<file path="config.mk">
export PLATFORM = sky130hd
export DESIGN_NAME = svfifo_ctrl
export DESIGN_NICKNAME = d
export VERILOG_FILES = /design/src/rtl/svm_pkg.sv /design/src/rtl/svfifo_ctrl_sv_index_counter.sv /design/src/rtl/svfifo_ctrl.sv
export SDC_FILE = /design/constraint.sdc
export NUM_CORES = 1
export LEC_CHECK = 0
export ABC_AREA = 0
export CORE_ASPECT_RATIO = 0.75
export CORE_UTILIZATION = 36
export CTS_CLUSTER_DIAMETER = 30
export DETAILED_ROUTE_END_ITERATION = 12
export PLACE_DENSITY = 0.72
export SYNTH_ARGS = -nofsm -noshare
export SYNTH_HDL_FRONTEND = slang
export SYNTH_SLANG_ARGS = --single-unit
</file>
<file path="constraint.sdc">
create_clock -name clk -period 2.2 [get_ports clk]
set_input_delay 0.44 -clock clk [delete_from_list [all_inputs] [get_ports clk]]
set_output_delay 0.44 -clock clk [all_outputs]
set_load 0.01 [all_outputs]
</file>
<file path="src/rtl/svm_pkg.sv">
// Shared types and helpers for the support-vector FIFO sequencer.
// Latency: n/a (types and constant functions only).
// Backpressure: n/a.
package svm_pkg;

  // Default width of FIFO data and config words.
  localparam int DATA_W_DEF = 9;

  // Sequencer states.
  typedef enum logic [1:0] {
    ST_IDLE  = 2'd0,
    ST_LOAD  = 2'd1,
    ST_ARMED = 2'd2,
    ST_RUN   = 2'd3
  } state_e;

  // Index width for a counter covering 0..n-1, never less than one bit.
  function automatic int idx_w(input int n);
    idx_w = (n <= 2) ? 1 : $clog2(n);
  endfunction

endpackage

</file>
<file path="src/rtl/svfifo_ctrl_sv_index_counter.sv">
// Nested stage/support-vector counter with wrap flags.
// Latency: count updates on the clock edge after inc; flags are combinational from the count.
// Backpressure: none; inc simply holds off counting, clr wins over inc.
//
// Ports:
//   clk, reset_n      clock, async active-low reset
//   clr               synchronous clear of both indices
//   inc               advance by one sample
//   stage_idx, sv_idx current indices
//   first             stage_idx == 0
//   last              stage_idx == STAGE-1
//   last_of_all       last sample of the last support vector
module sv_index_counter
  import svm_pkg::*;
#(
  parameter  int STAGE = 32,
  parameter  int N_SV  = 4,
  localparam int SW    = idx_w(STAGE),
  localparam int VW    = idx_w(N_SV)
) (
  input  logic          clk,
  input  logic          reset_n,
  input  logic          clr,
  input  logic          inc,
  output logic [SW-1:0] stage_idx,
  output logic [VW-1:0] sv_idx,
  output logic          first,
  output logic          last,
  output logic          last_of_all
);

  localparam logic [SW-1:0] STAGE_LAST = SW'(STAGE - 1);
  localparam logic [VW-1:0] SV_LAST    = VW'(N_SV - 1);

  always_ff @(posedge clk or negedge reset_n) begin
    if (!reset_n) begin
      stage_idx <= '0;
      sv_idx    <= '0;
    end else if (clr) begin
      stage_idx <= '0;
      sv_idx    <= '0;
    end else if (inc) begin
      if (last) begin
        stage_idx <= '0;
        // Explicit wrap so non-power-of-two N_SV works.
        sv_idx    <= (sv_idx == SV_LAST) ? '0 : sv_idx + VW'(1);
      end else begin
        stage_idx <= stage_idx + SW'(1);
      end
    end
  end

  assign first       = (stage_idx == '0);
  assign last        = (stage_idx == STAGE_LAST);
  assign last_of_all = last && (sv_idx == SV_LAST);

endmodule

</file>
<file path="src/rtl/svfifo_ctrl.sv">
// Sequencer for the support-vector FIFO: loads N_SV x STAGE config words, then rotates one step per pixel.
// Latency: one cycle from an accepted cfg word or pix_valid to the matching fifo_dv / strobes.
// Backpressure: cfg_ready is high only in LOAD; pix_valid low stalls rotation with all counters held.
//
// Ports:
//   clk, reset_n           clock, async active-low reset
//   start, abort           load request / synchronous return to IDLE (abort wins)
//   cfg_valid/cfg_data     config word stream, cfg_ready accepts
//   pix_valid              one rotation step per cycle it is high (ARMED/RUN only)
//   fifo_dv/fifo_sel/fifo_in  svfifo shift strobe, source select, load data
//   stage_idx/sv_idx       indices of the sample presented with the last step
//   acc_clr/sv_done/vec_done  MAC window strobes, only alongside fifo_dv
//   loaded, busy           status levels
module svfifo_ctrl
  import svm_pkg::*;
#(
  parameter  int STAGE  = 32,
  parameter  int N_SV   = 4,
  parameter  int DATA_W = DATA_W_DEF,
  localparam int SW     = idx_w(STAGE),
  localparam int VW     = idx_w(N_SV)
) (
  input  logic              clk,
  input  logic              reset_n,
  input  logic              start,
  input  logic              abort,
  input  logic              cfg_valid,
  input  logic [DATA_W-1:0] cfg_data,
  output logic              cfg_ready,
  input  logic              pix_valid,
  output logic              fifo_dv,
  output logic              fifo_sel,
  output logic [DATA_W-1:0] fifo_in,
  output logic [SW-1:0]     stage_idx,
  output logic [VW-1:0]     sv_idx,
  output logic              acc_clr,
  output logic              sv_done,
  output logic              vec_done,
  output logic              loaded,
  output logic              busy
);

  state_e state_q, state_d;

  logic          cfg_hs;    // config word accepted this cycle
  logic          run_step;  // rotation step taken this cycle
  logic          ctr_clr;   // clear both counters (new load or abort)

  logic [SW-1:0] ld_stage;
  logic [VW-1:0] ld_sv;
  logic          ld_first, ld_last, ld_last_all;
  logic [SW-1:0] run_stage;
  logic [VW-1:0] run_sv;
  logic          run_first, run_last, run_last_all;

  // Only the terminal flag of the load count matters; the rest is ignored.
  logic          unused_ld;
  assign unused_ld = ^{ld_stage, ld_sv, ld_first, ld_last};

  sv_index_counter #(.STAGE(STAGE), .N_SV(N_SV)) u_load_ctr (
    .clk         (clk),
    .reset_n     (reset_n),
    .clr         (ctr_clr),
    .inc         (cfg_hs),
    .stage_idx   (ld_stage),
    .sv_idx      (ld_sv),
    .first       (ld_first),
    .last        (ld_last),
    .last_of_all (ld_last_all)
  );

  sv_index_counter #(.STAGE(STAGE), .N_SV(N_SV)) u_run_ctr (
    .clk         (clk),
    .reset_n     (reset_n),
    .clr         (ctr_clr),
    .inc         (run_step),
    .stage_idx   (run_stage),
    .sv_idx      (run_sv),
    .first       (run_first),
    .last        (run_last),
    .last_of_all (run_last_all)
  );

  always_ff @(posedge clk or negedge reset_n) begin
    if (!reset_n) state_q <= ST_IDLE;
    else          state_q <= state_d;
  end

  always_comb begin
    state_d  = state_q;
    cfg_hs   = 1'b0;
    run_step = 1'b0;
    ctr_clr  = 1'b0;
    if (abort) begin
      state_d = ST_IDLE;
      ctr_clr = 1'b1;
    end else begin
      case (state_q)
        ST_IDLE: begin
          if (start) begin
            state_d = ST_LOAD;
            ctr_clr = 1'b1;
          end
        end
        ST_LOAD: begin
          if (cfg_valid && cfg_ready) begin
            cfg_hs = 1'b1;
            if (ld_last_all) state_d = ST_ARMED;
          end
        end
        ST_ARMED: begin
          // A reload request takes precedence over a waiting pixel.
          if (start) begin
            state_d = ST_LOAD;
            ctr_clr = 1'b1;
          end else if (pix_valid) begin
            run_step = 1'b1;
            state_d  = run_last_all ? ST_ARMED : ST_RUN;
          end
        end
        ST_RUN: begin
          if (pix_valid) begin
            run_step = 1'b1;
            if (run_last_all) state_d = ST_ARMED;
          end
        end
        default: state_d = ST_IDLE;
      endcase
    end
  end

  // Registered outputs; strobes reflect the pre-increment counter values.
  always_ff @(posedge clk or negedge reset_n) begin
    if (!reset_n) begin
      cfg_ready <= 1'b0;
      fifo_dv   <= 1'b0;
      fifo_sel  <= 1'b0;
      fifo_in   <= '0;
      stage_idx <= '0;
      sv_idx    <= '0;
      acc_clr   <= 1'b0;
      sv_done   <= 1'b0;
      vec_done  <= 1'b0;
      loaded    <= 1'b0;
      busy      <= 1'b0;
    end else begin
      cfg_ready <= (state_d == ST_LOAD);
      busy      <= (state_d == ST_LOAD) || (state_d == ST_RUN);
      fifo_dv   <= cfg_hs || run_step;
      acc_clr   <= run_step && run_first;
      sv_done   <= run_step && run_last;
      vec_done  <= run_step && run_last_all;

      if (cfg_hs) begin
        fifo_sel <= 1'b0;
        fifo_in  <= cfg_data;
      end else if (run_step) begin
        fifo_sel <= 1'b1;
      end

      if (run_step) begin
        stage_idx <= run_stage;
        sv_idx    <= run_sv;
      end else if (ctr_clr) begin
        stage_idx <= '0;
        sv_idx    <= '0;
      end

      // loaded rises together with the fifo_dv of the final config word.
      if (ctr_clr)                    loaded <= 1'b0;
      else if (cfg_hs && ld_last_all) loaded <= 1'b1;
    end
  end

endmodule
</file>
==> out/metrics.yaml, run 1 <==
synthCells: 168
maxSlewViolCount: 0
ant_nets: 0
cp-start-kind: "register"
ys_async_sr_fraction_pct: 100
vdd_drop_max_v: 0.000370
max_cap_violations: 0
chipHeight_um: 64.7
finalNonFillerCells: 270
cts_made_buffers: 5
clock-sinks: 39
worst_pin_slew_ns: 0.495
dp_cells: 262
postCtsHoldBufs: 0
synthDistinctLibCells: 41
place_ws_ns: 0.279
rsz0062_at_grt: "false"
grt_max_degree: 40
critPathMaxFanout: 9
die-width_um: 85.5
r2r_start: "u_run_ctr.stage_idx[1]"
cts_tree: "yes"
firstDrtPassIters: 4
setup_viol: 0
finalWorstSetupSlack_ns: 0.304
antenna_found_initial: 0
syn-num-nets: 190
grt_usage_pct: 16.3
insertion_delay_ns: 0.30
regToRegEndpoint: "u_run_ctr.stage_idx[2]"
finish.instance_area_um2: 2390
slew_headroom_pct: 67.0
avgSynthCellArea_um2: 11.2
ios: 39
r2r_cells: 5
wl_per_cell_um: 14.5
cp_data_arrival_time_ns: 2.13
pwr-share-clk_pct: 30.7
reg2reg_slack_ns: 0.30
yosysTopAreaCell: "dfrtp_1"
gp_congestion: 0.748
path_clk_slew_ns: 0.08
fmax_mhz: 527
drtIter0Drc: 65
hpwl_um: 2790
antenna_cells: 0
p_sw_share_pct: 25.0
grt.busiest_layer: "met1"
wirelength_um: 3910
leakagePower_uw: 0.00108
fin_nets: 231
synth_flop_cell: "dfrtp_1"
drc: 0
grt_pass1_wl_um: 7020
grt_use_met3_pct: 5.61
powerDensity_nw_per_um2: 638
io_buffers: 38
setup_tns_ns: 0
die-area_um2: 5530
std_cell_rows: 22
yosys-top-cells-area: "dfrtp_1, mux2_4, ha_1, nand2_1, a21oi_1"
grt-ovfl-total: 0
internal_power_uw: 1150
cts_resized: 0
h-tree-depth: 2
synth_edf_count: 0
coreArea_um2: 4950
path_class: "reg -> reg"
placed_area_um2: 2310
vias: 1417
seqPwrFrac_pct: 52.1
drive_gt1_share_pct: 14.8
hold_path.class: "in -> async"
via_per_inst: 5.25
status: "completed"
postCtsSetupBuffers: 0
pwr-share-comb_pct: 17.2
root_buffer: "clkbuf_8"
synth_top_area_share_pct: 51.8
skew_ns: 0.0132
yosys_warnings: 0
critPathRequiredTime_ns: 2.44
synthToLayoutAreaGrowth_pct: 27.1
clockBufferDepth: 2
synth_area_um2: 1880
synth-seq-cells: 39
synth_sequential_area_ratio_pct: 51.8
use_met1_pct: 23.9
post-route-min-period_ns: 1.90
crit_path_start: "u_run_ctr.stage_idx[1]"
gr-usage-met2_pct: 22.9
power.switching_uw: 382
post-route-util_pct: 48.3
grt_pass1_vias: 1407
crit_end: "u_run_ctr.stage_idx[2]"
finalCritPeriodShare_pct: 86.2
hold_viol: 0
start_util_pct: 38.0
end_kind: "register"
==> power groups by stage <==
stage | logic, uW | registers [uW] | clock network (uW)
after floorplan | 96.6 | 825 | 0
after global placement | 259 | 809 | 0
after detailed placement | 267 | 808 | 0
after CTS | 266 | 797 | 484
after global routing | 282 | 802 | 515
final | 263 | 796 | 469
==> cells in the final DEF (no fill, tap or decap), types with 2 or more instances in the layout <==
cell / synthesis / routed
inv_1: 3 / 3
mux2_4: 9 / 9
and4_1: 2 / 2
clkbuf_8: 0 / 5
o22ai_1: 2 / 2
nand4b_1: 2 / 2
nand2b_1: 2 / 2
a31oi_1: 3 / 3
nand4_1: 2 / 2
nor3_1: 3 / 3
clkinv_2: 0 / 3
a32o_1: 2 / 2
dfrtp_1: 39 / 39
nand2_1: 22 / 22
clkdlybuf4s50_1: 0 / 37
nand3_1: 6 / 6
a21oi_1: 16 / 16
a211oi_1: 2 / 2
buf_4: 1 / 6
and3_1: 4 / 4
o21ai_0: 4 / 4
a31o_1: 2 / 2
nor2_1: 9 / 9
ha_1: 7 / 7
==> cells in the mapped netlist (2+ instances only) <==
cell      count
a211oi_1      2
a21oi_1      16
a31o_1        2
a31oi_1       3
a32o_1        2
and3_1        4
and4_1        2
buf_2         4
buf_6         3
clkbuf_1      2
dfrtp_1      39
ha_1          7
inv_1         3
mux2_4        9
nand2_1      22
nand2b_1      2
nand3_1       6
nand4_1       2
nand4b_1      2
nor2_1        9
nor3_1        3
o21ai_0       4
o22ai_1       2
==> worst min path at each step <==
stage / from / to / slack (ns) / depth (start not counted)
finish: reset_n / u_run_ctr.stage_idx[0] / 0.18 / 2
global route: reset_n / loaded / 0.23 / 2
CTS: reset_n / acc_clr / 0.20 / 2
detailed placement: fifo_in[4] / fifo_in[4] / 0.49 / 1
global placement: loaded / loaded / 0.49 / 2
floorplan: reset_n / acc_clr / 0.14 / 0
==> routing by layer <==
metal  wire length, um  part of all wire (%)
met5                 0                     0
met4                37                  0.95
met3               257                   6.6
met2              1670                    43
met1              1950                    50
==> flip-flops by register name, summed over array words and instances (netlist names) <==
| register | count |
|---|---|
| sv_done | 1 |
| sv_idx | 2 |
| u_run_ctr.stage_idx | 5 |
| u_load_ctr.stage_idx | 5 |
| acc_clr | 1 |
| fifo_in | 9 |
| cfg_ready | 1 |
| stage_idx | 5 |
| state_q | 2 |
| fifo_sel | 1 |
| loaded | 1 |
| fifo_dv | 1 |
| u_run_ctr.sv_idx | 2 |
| vec_done | 1 |
| u_load_ctr.sv_idx | 2 |
==> stage by stage <==
stage          hold WS, ns  total power [uW]
5_1_grt              0.227              1600
4_1_cts              0.205              1550
6_report             0.180              1530
3_5_place_dp         0.495              1070
3_3_place_gp         0.487              1070
2_1_floorplan        0.144               922
==> worst max-delay path, cell delays in order, from the launching register on <==
cell,delay (ns)
dfrtp_1,0.44
ha_1,0.23
and3_1,0.19
ha_1,0.29
or4b_4,0.55
a21oi_2,0.14
==> cells by family (layout without fill, tap and decap cells) <==
kind of cell               Yosys count  count (layout)  synth area share [%]
and+or+nand+nor                     66              66                  21.3
DFF                                 39              39                  51.8
AOI/OAI and AO/OA                   33              33                  10.6
buffers and inverters               14              56                  4.45
muxes                                9               9                  7.17
adders and majority gates            7               7                  4.65
==> area by class of cell <==
cell class | count | area [um2]
clock buffer | 5 | 68.8
inverter | 4 | 15.0
sequential | 39 | 976
fill | 472 | 2560
tap | 60 | 75.1
multi-input combinational | 115 | 825
clock inverter | 3 | 15.0
timing repair buffer | 44 | 420
Power figures use the tool's default switching activity.
==> inputs of run 2 (changes only) <==
--- a/config.mk
+++ b/config.mk
@@ -8,7 +8,7 @@
 export ABC_AREA = 0
 export CORE_ASPECT_RATIO = 0.75
 export CORE_UTILIZATION = 36
-export CTS_CLUSTER_DIAMETER = 30
+export CTS_CLUSTER_DIAMETER = 50
 export DETAILED_ROUTE_END_ITERATION = 12
 export PLACE_DENSITY = 0.72
 export SYNTH_ARGS = -nofsm -noshare
==> results of run 2 <==
No change in the layout: final DEF, timing and power equal those of run 1.
==> inputs of run 3 (changes only) <==
--- a/config.mk
+++ b/config.mk
@@ -10,7 +10,7 @@
 export CORE_UTILIZATION = 36
 export CTS_CLUSTER_DIAMETER = 50
 export DETAILED_ROUTE_END_ITERATION = 12
-export PLACE_DENSITY = 0.72
+export PLACE_DENSITY_LB_ADDON = 0.08
 export SYNTH_ARGS = -nofsm -noshare
 export SYNTH_HDL_FRONTEND = slang
 export SYNTH_SLANG_ARGS = --single-unit
==> constraint.sdc (replaced) <==
create_clock -name clk -period 1.55 [get_ports clk]
set_input_delay 0.31 -clock clk [delete_from_list [all_inputs] [get_ports clk]]
set_output_delay 0.31 -clock clk [all_outputs]
set_load 0.01 [all_outputs]
==> run 3 against run 2 <==
Effect of this change:
- the flow now finishes with violations (setup timing)
- sequential share of layout area is 4.9 points lower
- critical path depth is the same
- power is 58% higher
- sequential power increased by 41%
- highest routed layer unchanged
==> out/metrics.yaml, run 3 (synthesis results as in run 1) <==
top_register: "fifo_in"  # unchanged
grt_max_degree: 22  # was 40
io_buffers: 38  # unchanged
end_kind: "register"  # unchanged
h-tree-depth: 2  # unchanged
r2r_start: "u_run_ctr.stage_idx[1]"  # unchanged
insertion_delay_ns: 0.29  # was 0.30 ns
powerDensity_nw_per_um2: 883  # was 638 nW/um2
rsz0062_at_grt: "true"  # was false
start_util_pct: 38.0  # unchanged
critPathRequiredTime_ns: 1.77  # was 2.44 ns
crit_end: "u_run_ctr.stage_idx[2]"  # unchanged
most-common-layout-cells: "dfrtp_1, clkdlybuf4s50_1, buf_4"  # was dfrtp_1, clkdlybuf4s50_1, nand2_1
finalCritPeriodShare_pct: 104  # was 86.2%
critPathMaxFanout: 5  # was 9
wirelength_um: 4420  # was 3910 um
skew_ns: 0.00733  # was 0.0132 ns
coreArea_um2: 4950  # unchanged
chipHeight_um: 64.7  # unchanged
die-width_um: 85.5  # unchanged
hold_viol: 0  # unchanged
violations: "setup timing"
clockBufferDepth: 2  # unchanged
antenna_found_initial: 0  # unchanged
fin_nets: 255  # was 231
root_buffer: "clkbuf_8"  # unchanged
wl_per_cell_um: 15.0  # was 14.5 um
regToRegEndpoint: "u_run_ctr.stage_idx[2]"  # unchanged
vias: 1519  # was 1,417
path_clk_slew_ns: 0.08  # about the same
drc: 0  # unchanged
r2r_cells: 5  # unchanged
finalWorstSetupSlack_ns: -0.0565  # was 0.304 ns
crit_path_start: "u_run_ctr.stage_idx[1]"  # unchanged
reg2reg_slack_ns: -0.06  # was 0.30 ns
cp_data_arrival_time_ns: 1.83  # was 2.13 ns
cp-start-kind: "register"  # unchanged
drtIter0Drc: 65  # unchanged
maxSlewViolCount: 0  # unchanged
cts_tree: "yes"  # unchanged
antenna_cells: 0  # unchanged
ant_nets: 0  # unchanged
grt_pass1_wl_um: 7740  # was 7020 um
vdd_drop_max_v: 0.000404  # was 0.000370 V
cts_made_buffers: 5  # unchanged
ios: 39  # unchanged
firstDrtPassIters: 4  # unchanged
synthToLayoutAreaGrowth_pct: 44.6  # was 27.1%
hpwl_um: 3210  # was 2790 um
grt-ovfl-total: 0  # unchanged
die-area_um2: 5530  # unchanged
slew_headroom_pct: 67.1  # was 67.0%
std_cell_rows: 22  # unchanged
largest_reg_flops: 9  # unchanged
leakagePower_uw: 0.00133  # was 0.00108 uW
max_cap_violations: 0  # unchanged
grt_usage_pct: 18.4  # was 16.3%
hold_path.class: "in -> async"  # unchanged
worst_pin_slew_ns: 0.493  # was 0.495 ns
via_per_inst: 5.17  # was 5.25
fmax_mhz: 622  # was 527 MHz
grt_pass1_vias: 1605  # was 1,407
setup_viol: 4  # was 0
clock-sinks: 39  # unchanged
path_class: "reg -> reg"  # unchanged
hold_ws_ns: 0.510  # was 0.180 ns
status: "finished with violations"  # was completed
drive_gt1_share_pct: 28.2  # was 14.8%
post-route-min-period_ns: 1.61  # was 1.90 ns
gp_congestion: 0.808  # was 0.748
setup_tns_ns: -0.0590  # was 0 ns
layout_commonest_cell: "dfrtp_1"  # unchanged
[run 3: cell count changes in the layout (fill, tap and decap cells not counted), sizes merged]
| cell | delta |
|---|---|
| buf | +23 |
| bufinv | +1 |
| clkbuf | +1 |
| clkdlybuf4s50 | -9 |
| clkinv | -2 |
| dlygate4sd3 | +1 |
| dlymetal6s2s | +9 |
[run 3: final cells by class]
cell class	count	area (um2)
clock buffers	6	82.6
clock inverters	2	35.0
fillers	431	2230
inverters	4	15.0
multi-input cells	115	902
flip-flops and latches	39	977
well taps	60	75.1
repair buffers	68	638
[run 3: repair_timing]
item / in CTS / in global routing
pin swaps: 6 / 2
resized for setup: 6 / 16
hold buffers: 1 / 0
hold endpoints to repair: 19 / 0
gates cloned: 0 / 0
buffers inserted: 4 / 0
setup endpoints to repair: 9 / 19
[run 3: routing by layer]
layer,vias to the layer above,part of all wire (%),global-route usage (%)
li1,729,-,-
met1,729,50,24.8
met2,54,42,28.9
met3,7,6.3,4.59
met4,0,1.3,6.25
met5,-,0,0
[run 3: worst min path at each step]
stage	start	to	cells past startpoint
after global routing	fifo_in[8]	fifo_in[8]	1
final	reset_n	vec_done	2
after floorplan	reset_n	acc_clr	0
after global placement	reset_n	acc_clr	1
after detailed placement	reset_n	acc_clr	1
after CTS	u_load_ctr.sv_idx[1]	u_load_ctr.sv_idx[1]	1
[run 3: stage by stage]
step	cells	power (uW)	cell area, um2	util, %	worst slack (ns)
after floorplan	168	1310	1920	-	-0.149
after global placement	281	1540	2490	50.2	-0.180
after detailed placement	281	1550	2490	50.2	-0.204
after CTS	294	2450	2670	53.9	-0.0810
after global routing	294	2520	2730	55.0	-0.107
final	294	2410	2730	55.0	-0.0565
[run 3: worst max-delay path: stages (launching register included)]
cell and delay [ns]:
dfrtp_1 0.41, ha_4 0.18, and3_4 0.17, ha_4 0.17
or4b_4 0.48, a21oi_2 0.13
[run 3: report_power, final]
group | internal [uW] | leakage [uW] | switching (uW) | total, uW
logic | 249 | 0.000738 | 152 | 401
registers | 1080 | 0.000527 | 39.8 | 1120
clock network | 521 | 0.0000612 | 362 | 883
total | 1850 | 0.00133 | 553 | 2410
